<file path="config.mk">
export PLATFORM = sky130hd
export DESIGN_NAME = w5500_spi_responder
export DESIGN_NICKNAME = d
export VERILOG_FILES = /design/src/rtl/w5500_pkg.sv /design/src/rtl/w5500_sync.sv /design/src/rtl/w5500_spi_responder.sv
export SDC_FILE = /design/constraint.sdc
export NUM_CORES = 1
export LEC_CHECK = 0
export CAP_MARGIN = 0
export CORE_UTILIZATION = 50
export CTS_BUF_LIST = sky130_fd_sc_hd__clkbuf_4
export CTS_CLUSTER_DIAMETER = 100
export DETAILED_ROUTE_END_ITERATION = 10
export PLACE_DENSITY = 0.74
export SYNTH_ARGS = -nofsm -noshare
export SYNTH_HDL_FRONTEND = slang
export SYNTH_SLANG_ARGS = --single-unit
</file>
<file path="constraint.sdc">
create_clock -name clk -period 2.4 [get_ports clk]
set_clock_uncertainty 0.15 [all_clocks]
set_input_delay 0.48 -clock clk [delete_from_list [all_inputs] [get_ports clk]]
set_output_delay 0.48 -clock clk [all_outputs]
set_load 0.01 [all_outputs]
</file>
<file path="src/rtl/w5500_pkg.sv">
`default_nettype none
// ---------------------------------------------------------------------------
// w5500_pkg : shared W5500 SPI frame definitions (states, control fields, OM)
// Rev 1.0
// ---------------------------------------------------------------------------
package w5500_pkg;

  typedef enum logic [2:0] {
    ST_IDLE    = 3'd0,
    ST_ADDR_HI = 3'd1,
    ST_ADDR_LO = 3'd2,
    ST_CTRL    = 3'd3,
    ST_DATA    = 3'd4,
    ST_DONE    = 3'd5
  } state_e;

  localparam int CTRL_BSB_MSB = 7;
  localparam int CTRL_BSB_LSB = 3;
  localparam int CTRL_RWB_BIT = 2;
  localparam int CTRL_OM_MSB  = 1;
  localparam int CTRL_OM_LSB  = 0;

  localparam logic [1:0] OM_VDM  = 2'b00;
  localparam logic [1:0] OM_FDM1 = 2'b01;
  localparam logic [1:0] OM_FDM2 = 2'b10;
  localparam logic [1:0] OM_FDM4 = 2'b11;

  // Zero means variable length: the frame runs until ss_n rises.
  function automatic logic [2:0] om_len(input logic [1:0] om);
    logic [2:0] len;
    len = 3'd0;
    case (om)
      OM_VDM:  len = 3'd0;
      OM_FDM1: len = 3'd1;
      OM_FDM2: len = 3'd2;
      OM_FDM4: len = 3'd4;
      default: len = 3'd0;
    endcase
    return len;
  endfunction

endpackage
`default_nettype wire

</file>
<file path="src/rtl/w5500_sync.sv">
`default_nettype none
// ---------------------------------------------------------------------------
// w5500_sync : N-stage flip-flop synchronizer with a selectable reset value
// Rev 1.0
// ---------------------------------------------------------------------------
module w5500_sync #(
  parameter int   STAGES    = 2,
  parameter logic RESET_VAL = 1'b0
) (
  input  logic clk,
  input  logic rst,
  input  logic d,
  output logic q
);

  logic [STAGES-1:0] sync_q;
  logic [STAGES-1:0] sync_d;

  always_comb begin
    sync_d = {sync_q[STAGES-2:0], d};
  end

  always_ff @(posedge clk) begin
    if (rst) begin
      sync_q <= {STAGES{RESET_VAL}};
    end else begin
      sync_q <= sync_d;
    end
  end

  assign q = sync_q[STAGES-1];

endmodule
`default_nettype wire

</file>
<file path="src/rtl/w5500_spi_responder.sv">
`default_nettype none
// ---------------------------------------------------------------------------
// w5500_spi_responder : W5500-style SPI frame decoder (mode 0) issuing
//                       register write strobes and read requests. Rev 1.0
// ---------------------------------------------------------------------------
module w5500_spi_responder
  import w5500_pkg::*;
#(
  parameter int SYNC_STAGES = 2
) (
  input  logic        clk,
  input  logic        rst,
  input  logic        spi_sck,
  input  logic        spi_ss_n,
  input  logic        spi_mosi,
  output logic        spi_miso,
  output logic        spi_miso_oe,
  output logic        wr_valid,
  output logic [15:0] wr_addr,
  output logic [4:0]  wr_bsb,
  output logic [7:0]  wr_data,
  output logic        rd_req,
  output logic [15:0] rd_addr,
  output logic [4:0]  rd_bsb,
  input  logic [7:0]  rd_data,
  output logic        frame_active,
  output logic        frame_err
);

  logic sck_s, ss_s, mosi_s;

  w5500_sync #(.STAGES(SYNC_STAGES), .RESET_VAL(1'b0)) u_sync_sck (
    .clk(clk), .rst(rst), .d(spi_sck), .q(sck_s)
  );
  w5500_sync #(.STAGES(SYNC_STAGES), .RESET_VAL(1'b1)) u_sync_ss (
    .clk(clk), .rst(rst), .d(spi_ss_n), .q(ss_s)
  );
  w5500_sync #(.STAGES(SYNC_STAGES), .RESET_VAL(1'b0)) u_sync_mosi (
    .clk(clk), .rst(rst), .d(spi_mosi), .q(mosi_s)
  );

  state_e                 state_q, state_d;
  logic [2:0]             bit_cnt_q, bit_cnt_d;
  logic [2:0]             byte_cnt_q, byte_cnt_d;
  logic [6:0]             shift_q, shift_d;
  logic [7:0]             tx_q, tx_d;
  logic [15:0]            addr_q, addr_d;
  logic [4:0]             bsb_q, bsb_d;
  logic                   rwb_q, rwb_d;
  logic [1:0]             om_q, om_d;
  logic                   sck_prev_q, sck_prev_d;
  logic                   armed_q, armed_d;
  logic [SYNC_STAGES-1:0] settle_q, settle_d;
  logic                   ld_q, ld_d;
  logic                   miso_q, miso_d;
  logic                   wr_valid_q, wr_valid_d;
  logic [15:0]            wr_addr_q, wr_addr_d;
  logic [4:0]             wr_bsb_q, wr_bsb_d;
  logic [7:0]             wr_data_q, wr_data_d;
  logic                   rd_req_q, rd_req_d;
  logic [15:0]            rd_addr_q, rd_addr_d;
  logic [4:0]             rd_bsb_q, rd_bsb_d;
  logic                   frame_err_q, frame_err_d;

  logic       sck_rise, sck_fall, settled, byte_done;
  logic [7:0] byte_in;
  logic [2:0] fixed_len;

  assign sck_rise  = sck_s & ~sck_prev_q;
  assign sck_fall  = ~sck_s & sck_prev_q;
  // The ss_n chain holds its preset for SYNC_STAGES cycles after reset, so
  // it only counts as a genuine "seen high" once that preset has flushed.
  assign settled   = settle_q[SYNC_STAGES-1];
  assign byte_in   = {shift_q, mosi_s};
  assign byte_done = sck_rise && (bit_cnt_q == 3'd7);
  assign fixed_len = om_len(om_q);

  always_comb begin
    state_d     = state_q;
    bit_cnt_d   = bit_cnt_q;
    byte_cnt_d  = byte_cnt_q;
    shift_d     = shift_q;
    tx_d        = tx_q;
    addr_d      = addr_q;
    bsb_d       = bsb_q;
    rwb_d       = rwb_q;
    om_d        = om_q;
    sck_prev_d  = sck_s;
    settle_d    = {settle_q[SYNC_STAGES-2:0], 1'b1};
    armed_d     = armed_q | (settled & ss_s);
    ld_d        = rd_req_q;
    miso_d      = miso_q;
    wr_valid_d  = 1'b0;
    wr_addr_d   = wr_addr_q;
    wr_bsb_d    = wr_bsb_q;
    wr_data_d   = wr_data_q;
    rd_req_d    = 1'b0;
    rd_addr_d   = rd_addr_q;
    rd_bsb_d    = rd_bsb_q;
    frame_err_d = 1'b0;

    if (ld_q) begin
      tx_d = rd_data;
    end

    if (state_q != ST_IDLE && ss_s) begin
      state_d     = ST_IDLE;
      bit_cnt_d   = 3'd0;
      frame_err_d = (state_q == ST_ADDR_HI) || (state_q == ST_ADDR_LO) ||
                    (state_q == ST_CTRL) ||
                    ((state_q == ST_DATA) && (bit_cnt_q != 3'd0));
    end else begin
      case (state_q)
        ST_IDLE: begin
          bit_cnt_d  = 3'd0;
          byte_cnt_d = 3'd0;
          miso_d     = 1'b0;
          if (armed_q && !ss_s) begin
            state_d = ST_ADDR_HI;
          end
        end
        ST_ADDR_HI, ST_ADDR_LO, ST_CTRL, ST_DATA: begin
          if (sck_rise) begin
            shift_d   = byte_in[6:0];
            bit_cnt_d = bit_cnt_q + 3'd1;
          end
          if (state_q == ST_DATA && !rwb_q && sck_fall) begin
            miso_d = tx_q[7];
            tx_d   = {tx_q[6:0], 1'b0};
          end
          if (byte_done) begin
            case (state_q)
              ST_ADDR_HI: begin
                addr_d[15:8] = byte_in;
                state_d      = ST_ADDR_LO;
              end
              ST_ADDR_LO: begin
                addr_d[7:0] = byte_in;
                state_d     = ST_CTRL;
              end
              ST_CTRL: begin
                bsb_d      = byte_in[CTRL_BSB_MSB:CTRL_BSB_LSB];
                rwb_d      = byte_in[CTRL_RWB_BIT];
                om_d       = byte_in[CTRL_OM_MSB:CTRL_OM_LSB];
                byte_cnt_d = 3'd0;
                state_d    = ST_DATA;
                if (!byte_in[CTRL_RWB_BIT]) begin
                  rd_req_d  = 1'b1;
                  rd_addr_d = addr_q;
                  rd_bsb_d  = byte_in[CTRL_BSB_MSB:CTRL_BSB_LSB];
                end
              end
              default: begin
                byte_cnt_d = byte_cnt_q + 3'd1;
                addr_d     = addr_q + 16'd1;
                if (rwb_q) begin
                  wr_valid_d = 1'b1;
                  wr_addr_d  = addr_q;
                  wr_bsb_d   = bsb_q;
                  wr_data_d  = byte_in;
                end
                if (fixed_len != 3'd0 && (byte_cnt_q + 3'd1) == fixed_len) begin
                  state_d = ST_DONE;
                end else if (!rwb_q) begin
                  rd_req_d  = 1'b1;
                  rd_addr_d = addr_q + 16'd1;
                  rd_bsb_d  = bsb_q;
                end
              end
            endcase
          end
        end
        default: begin
          // ST_DONE: surplus bits are swallowed until ss_n rises.
        end
      endcase
    end
  end

  always_ff @(posedge clk) begin
    if (rst) begin
      state_q     <= ST_IDLE;
      bit_cnt_q   <= 3'd0;
      byte_cnt_q  <= 3'd0;
      shift_q     <= 7'd0;
      tx_q        <= 8'd0;
      addr_q      <= 16'd0;
      bsb_q       <= 5'd0;
      rwb_q       <= 1'b0;
      om_q        <= 2'b00;
      sck_prev_q  <= 1'b0;
      settle_q    <= '0;
      armed_q     <= 1'b0;
      ld_q        <= 1'b0;
      miso_q      <= 1'b0;
      wr_valid_q  <= 1'b0;
      wr_addr_q   <= 16'd0;
      wr_bsb_q    <= 5'd0;
      wr_data_q   <= 8'd0;
      rd_req_q    <= 1'b0;
      rd_addr_q   <= 16'd0;
      rd_bsb_q    <= 5'd0;
      frame_err_q <= 1'b0;
    end else begin
      state_q     <= state_d;
      bit_cnt_q   <= bit_cnt_d;
      byte_cnt_q  <= byte_cnt_d;
      shift_q     <= shift_d;
      tx_q        <= tx_d;
      addr_q      <= addr_d;
      bsb_q       <= bsb_d;
      rwb_q       <= rwb_d;
      om_q        <= om_d;
      sck_prev_q  <= sck_prev_d;
      settle_q    <= settle_d;
      armed_q     <= armed_d;
      ld_q        <= ld_d;
      miso_q      <= miso_d;
      wr_valid_q  <= wr_valid_d;
      wr_addr_q   <= wr_addr_d;
      wr_bsb_q    <= wr_bsb_d;
      wr_data_q   <= wr_data_d;
      rd_req_q    <= rd_req_d;
      rd_addr_q   <= rd_addr_d;
      rd_bsb_q    <= rd_bsb_d;
      frame_err_q <= frame_err_d;
    end
  end

  assign spi_miso_oe  = (state_q == ST_DATA) && !rwb_q;
  assign spi_miso     = miso_q & spi_miso_oe;
  assign wr_valid     = wr_valid_q;
  assign wr_addr      = wr_addr_q;
  assign wr_bsb       = wr_bsb_q;
  assign wr_data      = wr_data_q;
  assign rd_req       = rd_req_q;
  assign rd_addr      = rd_addr_q;
  assign rd_bsb       = rd_bsb_q;
  assign frame_active = (state_q != ST_IDLE);
  assign frame_err    = frame_err_q;

endmodule
`default_nettype wire

</file>
## Yosys cells after proc, flatten, opt, wreduce, memory -nomap -nowiden

Index checks and enable logic that the tools add are counted.

| word-level totals | value |
|---|---|
| flip-flop bits (word level) | 113 |
| latch bits | 0 |
| memory bits (writable) | 0 |
| ROM bits | 0 |
| bits of input ports | 13 |
| output and inout bits | 56 |
| logic and storage cells | 132 |
| memories kept | 0 |

| cells by class | value |
|---|---|
| $add $sub $neg | 3 |
| multipliers | 0 |
| div/mod/pow operators | 0 |
| order comparisons | 0 |
| equal/unequal tests | 18 |
| shift operators | 0 |
| multiplexer cells | 33 |
| bitwise gates (word level) | 14 |
| reductions and logical operators | 37 |

Operators with widths:

| kind | number |
|---|---|
| two-way mux 16 bit | 3 |
| two-way mux 8 bit | 4 |
| one-hot mux 16 bit (2 select lines) | 1 |
| one-hot mux 8 bit (2 select lines) | 2 |
| one-hot mux 3 bit (2 select lines) | 4 |
| AND reduction 4 bit | 5 |
| adder 16 x 1 -> 16 bit (second input constant) | 1 |
| two-way mux 3 bit | 5 |
| two-way mux 5 bit | 3 |
| != test 2 bit (second input constant) | 7 |
| one-hot mux 3 bit (4 select lines) | 1 |
| one-hot mux 5 bit (2 select lines) | 1 |
| OR reduction 2 bit | 5 |
| inverter 1 bit | 9 |
| one-hot mux 3 bit (3 select lines) | 1 |
| nonzero test 3 bit | 3 |
| OR reduction 4 bit | 2 |
| logical AND 1 bit | 7 |
| AND reduction 7 bit | 1 |
| OR reduction 7 bit | 1 |
| adder 3 x 1 -> 3 bit (second input constant) | 2 |
| == test 3 x 2 -> 1 bit (second input constant) | 2 |
| == test 3 bit (second input constant) | 2 |
| two-way mux 1 bit | 6 |
| 18 further kinds | 27 |

## Depth between registers and ports, before layout

| depth | value |
|---|---|
| word-level depth | 8 |
| mapped depth | 9 |
| mapped depth without buffers | 7 |

## By module

Synthesis repeated with hierarchy kept, for this count alone.

| unflattened totals | value |
|---|---|
| cell total of the unflattened synthesis | 614 |
| area, all modules | 4992.3 µm² |

By module, submodules not included:

| module | instances | cells an instance | area an instance (µm²) | seq. area each (µm²) |
|---|---|---|---|---|
| w5500_spi_responder | 1 | 602 | 4834.6 | 2142.1 |
| w5500_sync | 3 | 4 | 52.6 | 40.0 |

## Worst setup path before layout

OpenSTA, ideal clock, no wires.

| path | value |
|---|---|
| path kind | register to register |
| start | reg bit_cnt_q[0] |
| end | reg wr_addr_q[0], in the netlist wr_addr[0] |
| setup time | 0.128 ns |
| arrival | 1.663 ns |
| required time | 2.122 ns |
| slack | 0.460 ns |
| cell stages (with the launch flop) | 10 |
| buffers on the path | 2 |
| clock period less this slack | 1.940 ns |
| path through | dfxtp_1 -> ha_1 -> ha_1 -> and4bb_1 -> and3_1 -> buf_4 -> nand3b_4 -> buf_6 -> mux2i_1 -> nor2_1 |

| on the way | value |
|---|---|
| cells in the longest elaborated chain, start to end | 3 |

RTL lines:

| what | line | text |
|---|---|---|
| start: declaration | w5500_spi_responder.sv:43 | `logic [2:0] bit_cnt_q, bit_cnt_d;` |
| start signal: assignment | w5500_spi_responder.sv:206 | `bit_cnt_q <= bit_cnt_d;` |
| == test 3 bit | w5500_spi_responder.sv:75 | `assign byte_done = sck_rise && (bit_cnt_q == 3'd7);` |
| logical AND 1 bit | w5500_spi_responder.sv:75 |  |
| AND reduction 5 bit (no line) | n/a |  |
| end signal: assignment | w5500_spi_responder.sv:220 | `wr_addr_q <= wr_addr_d;` |
| end: declaration | w5500_spi_responder.sv:57 | `logic [15:0] wr_addr_q, wr_addr_d;` |

No other way between the ends.
A chain may end at the register's enable or synchronous reset.

## Worst setup path in the final report

| path | value |
|---|---|
| start | reg state_q[1] |
| end | out spi_miso |

| on the way | value |
|---|---|
| cells in the longest elaborated chain, start to end | 3 |

RTL lines:

| what | line | text |
|---|---|---|
| start: declaration | w5500_spi_responder.sv:42 | `state_e state_q, state_d;` |
| start signal: assignment | w5500_spi_responder.sv:205 | `state_q <= state_d;` |
| == test 3 bit | w5500_spi_responder.sv:230 | `assign spi_miso_oe = (state_q == ST_DATA) && !rwb_q;` |
| logical AND 1 bit | w5500_spi_responder.sv:230 |  |
| bitwise AND 1 bit | w5500_spi_responder.sv:231 | `assign spi_miso = miso_q & spi_miso_oe;` |
| end: declaration | w5500_spi_responder.sv:16 | `output logic spi_miso,` |

No other way between the ends.

==> summary.txt <==
STA
  • RSZ-0062 raised after global routing: no
  • Worst-Margin Slew: 0.550 ns
  • Hold slack: 0.110 ns
  • Fin. max-slew vios: 0
  • Setup-failing EPs final: 0
  • Period utilisation layout: around 95%
  • Minimum clock period: 2.27 ns
  • Fin. Hold Viols: 0
  • Fmax achieved: roughly 0.44 GHz
  • Max_slew headroom: between 60% and 70%
  • Setup tns final: 0 ns

Power and ir drop
  • Net switching power: 853 uW
  • Part of the power in combinational logic: about 2.4%
  • Static leakage: 2.38 nW
  • Reg power frac: 55.6%
  • Peak VDD IR: 326 uV
  • Power Dens Cells: ~540 mW/mm2
  • Clk pwr share: 42.0%
  • Sw frac: 25.2%
  • Pint: around 2.5 mW

Synth
  • Post-synthesis xor/xnor area fraction: approximately 3.1%
  • Synthesized area per cell: 8.77 um2
  • Synth Area in Compound Gates: approximately 16%
  • Ys async rst share: 0%
  • Mapped Cells: 584
  • Synth Flop Type: dfxtp_1
  • Cell area after synthesis: 0.00512 mm2
  • Multiplexer area fraction after synthesis: 9.02%
  • Seq/Total Area, Yosys: between 40 and 50%
  • Post-Synth Simple-Gate Area: a little over a fifth
  • Synth cell types: 57
  • Synthesis-stage register bit count: 113
  • Synth warn: 0
  • Syn_nets: 602
  • Main combinational cell family by area after synthesis: simple AND/OR/NAND/NOR gates
  • Synth Area in Adders: ~1.2%
  • EDFF count, synth: 0

Setup path
  • Crit Reg-Reg Startpoint: byte_cnt_q[0]$_SDFFE_PP0P_
  • CP endpoint kind: primary output
  • Req. time, crit path: between 1.5 and 2 ns
  • CP Launch Point: state_q[1]$_SDFFE_PP0P_
  • CP arrival: roughly 1.6 ns
  • Startpoint types: flop
  • Critical path's top delay family: simple AND/OR/NAND/NOR gates
  • Crit-path slowest cell: dfxtp_4
  • Critical path type: reg -> out
  • CP Cell Sequence: nor3b_4 -> and2b_1 -> and2_1 -> clkdlybuf4s15_1
  • Worst reg2reg setup slack: 0.17 ns
  • CP Buf/Inv Count: 1
  • Max incr delay on CP: 0.38 ns
  • CP max FO: 3
  • Reg-to-Reg End: rd_bsb[0]$_SDFFE_PP0P_
  • Reg2Reg Depth: 7

Placed design
  • GP Congestion: 0.884
  • # placed instances: 764
  • IO buf count: 68
  • Final HPWL DP: ~8500 um
  • Placed instance area: 0.00595 mm2

Floorplanning
  • Die Width: 103 um
  • Row count: 36
  • I/O Pins: 69
  • Die area: 0.0106 mm2
  • Chip Height: 103 um
  • Starting density of the core: 51.9%
  • Core ar.: 0.00986 mm2

Routing
  • Post-route ant nets: 0
  • Via/cell ratio: 5.66
  • First-pass iteration count of the detailed router: 7
  • DR vias: 4513
  • Initial DRC count: 327
  • Routed WL: approximately 12000 um
  • DRC Markers: 0
  • Wirelength per Cell: 15.6 um

Worst hold path
  • Worst hold path type: in -> reg
  • Hold Path Sink: tx_q[5]$_SDFF_PP0_
  • Worst Hold Launch: rst
  • Hold depth: 2

Finish
  • # nets final: 670
  • Antenna diodes: 0
  • Final core occ: 63.6%
  • Multi-input gate area: approximately 0.0026 mm2
  • Synth-to-Final Area Change: 22.5%
  • Register area: 0.00227 mm2
  • Layout cell share with drive strength beyond 1: 12.8%
  • Design area: approximately 0.0063 mm2
  • Filler Cell Count: approximately 830
  • Final std cells w/o fill: roughly 800

Global routing
  • Initial antenna violation count: 0
  • First-pass GRT wire length: between 20000 and 25000 um
  • Largest net degree at the start of global routing: between 70 and 80
  • Total global routing overflow: 0
  • Number of global-route vias before repair: 4144
  • Total Routing Usage GR: 25.3%

Clocking
  • CTS tree: done
  • Clk Latency, worst-skew pair: 0.52 ns
  • Htree depth: 4
  • Root buffer cell: clkbuf_4
  • CTS Buf Count: 17
  • Clock slew at reported path FFs: between 0.1 and 0.15 ns
  • # hold bufs at CTS: 0
  • CTS sink cnt: 113
  • Bufs on Longest Clock Path: 2

Flow run
  • Max Cap Violations: 0

Status
  • Outcome: complete, no violations
[cell usage after synthesis (all sizes together) (2+ instances only)]
library cell / n / area (um2)
xor2: 6 / 52.6
and2: 2 / 12.5
and4: 2 / 17.5
buf: 31 / 184
clkbuf: 15 / 56.3
nand2b: 3 / 18.8
o31ai: 2 / 15.0
o21ai: 21 / 113
a21oi: 62 / 314
nand4: 6 / 37.5
or2: 3 / 18.8
nor2: 79 / 302
mux2i: 45 / 450
nand3: 24 / 125
nor3b: 5 / 52.6
a32o: 2 / 20.0
xnor2: 12 / 105
inv: 6 / 22.5
a31oi: 2 / 12.5
o41ai: 4 / 35.0
a22o: 3 / 26.3
ha: 5 / 62.6
a311oi: 6 / 52.6
nor2b: 11 / 68.8
nor4: 2 / 25.0
nand2: 52 / 198
a211oi: 23 / 178
and3: 5 / 31.3
and4b: 2 / 20.0
o21a: 4 / 30.0
nor3: 15 / 86.3
dfxtp: 113 / 2260
[worst reg2reg max path: stages (launching register included)]
cell and delay [ns]:
dfxtp_1 0.42, ha_1 0.29, and4b_1 0.25, a211oi_2 0.28, a21o_1 0.17, buf_6 0.20
a21oi_1 0.11, a311oi_1 0.28
[metrics by stage]
step | setup WS, ns | power, mW
floorplan | 0.460 | 1.98
global placement | 0.249 | 2.01
detailed placement | 0.157 | 2.01
CTS | 0.0534 | 3.43
global route | 0.0144 | 3.53
finish | 0.126 | 3.39
[flip-flops by register name, indices dropped and copies added, names as in the netlist, 2 cells and up]
name and flops:
wr_addr 16, bsb_q 5, bit_cnt_q 3, u_sync_ss.sync_q 2
om_q 2, addr_q 16, wr_bsb 5, rd_bsb 5
state_q 3, shift_q 7, byte_cnt_q 3, wr_data 8
tx_q 8, u_sync_mosi.sync_q 2, u_sync_sck.sync_q 2, rd_addr 16
settle_q 2
[power groups by stage]
stage               sequential, mW  combinational [mW]  clock (mW)
global route                  1.89              0.0886        1.55
CTS                           1.89              0.0809        1.46
global placement              1.93              0.0794           0
finish                        1.89              0.0811        1.42
detailed placement            1.93              0.0809           0
floorplan                     1.93              0.0476           0
[cells by family after synthesis]
kind of cell,Yosys count
simple gates,217
compound gates,133
flops,113
buf+inv,52
mux,46
xor+xnor,18
fa+ha+maj,5
[worst max-delay path by stage]
stage	to	slack, ns	depth (start not counted)
floorplan	wr_addr[0]$_SDFFE_PP0P_	0.46	9
global placement	spi_miso	0.25	4
detailed placement	addr_q[15]$_SDFFE_PP0P_	0.16	8
CTS	spi_miso	0.05	4
global route	rd_bsb[0]$_SDFFE_PP0P_	0.01	7
finish	spi_miso	0.13	4
[area by class of cell]
class / count / share of cell area, %
multi-input cells: 419 / 41.6
flip-flops and latches: 113 / 36.2
repair buffers: 95 / 14.6
well taps: 133 / 2.65
clock inverters: 15 / 2.57
clock buffers: 17 / 2.03
inverters: 6 / 0.359
[placed cells by master (no fill, tap or decap), types with 3 or more instances in the layout]
| cell | synthesis | layout |
|---|---|---|
| dfxtp_1 | 113 | 110 |
| nor2_1 | 77 | 77 |
| clkdlybuf4s50_1 | 0 | 64 |
| a21oi_1 | 61 | 60 |
| nand2_1 | 51 | 51 |
| mux2i_1 | 45 | 45 |
| nand3_1 | 23 | 23 |
| buf_4 | 5 | 23 |
| a211oi_1 | 22 | 22 |
| o21ai_0 | 18 | 18 |
| clkbuf_4 | 0 | 17 |
| nor3_1 | 14 | 14 |
| xnor2_1 | 12 | 12 |
| nor2b_1 | 11 | 11 |
| nand4_1 | 6 | 6 |
| xor2_1 | 6 | 6 |
| a311oi_1 | 6 | 6 |
| inv_1 | 5 | 5 |
| and3_1 | 5 | 5 |
| ha_1 | 5 | 5 |
| clkinv_4 | 0 | 5 |
| o41ai_1 | 4 | 4 |
| clkinvlp_4 | 0 | 4 |
| nand2b_1 | 3 | 3 |
| a22o_1 | 3 | 3 |
| o21a_1 | 4 | 3 |
| buf_12 | 0 | 3 |
[routing by layer]
metal / share of wire, % / global-route usage [%] / routed length [um]
met5: 0 / 0 / 0
met3: 6.7 / 6.05 / 838
met1: 46 / 33.7 / 5750
met2: 45 / 40.2 / 5660
met4: 1.6 / 8.56 / 204
[timing repair]
| item | CTS | global route |
|---|---|---|
| setup endpoints to repair | 3 | 9 |
| resized for setup | 6 | 7 |
| buffers inserted | 2 | 0 |
No activity file was read; power rests on OpenSTA's default activity.
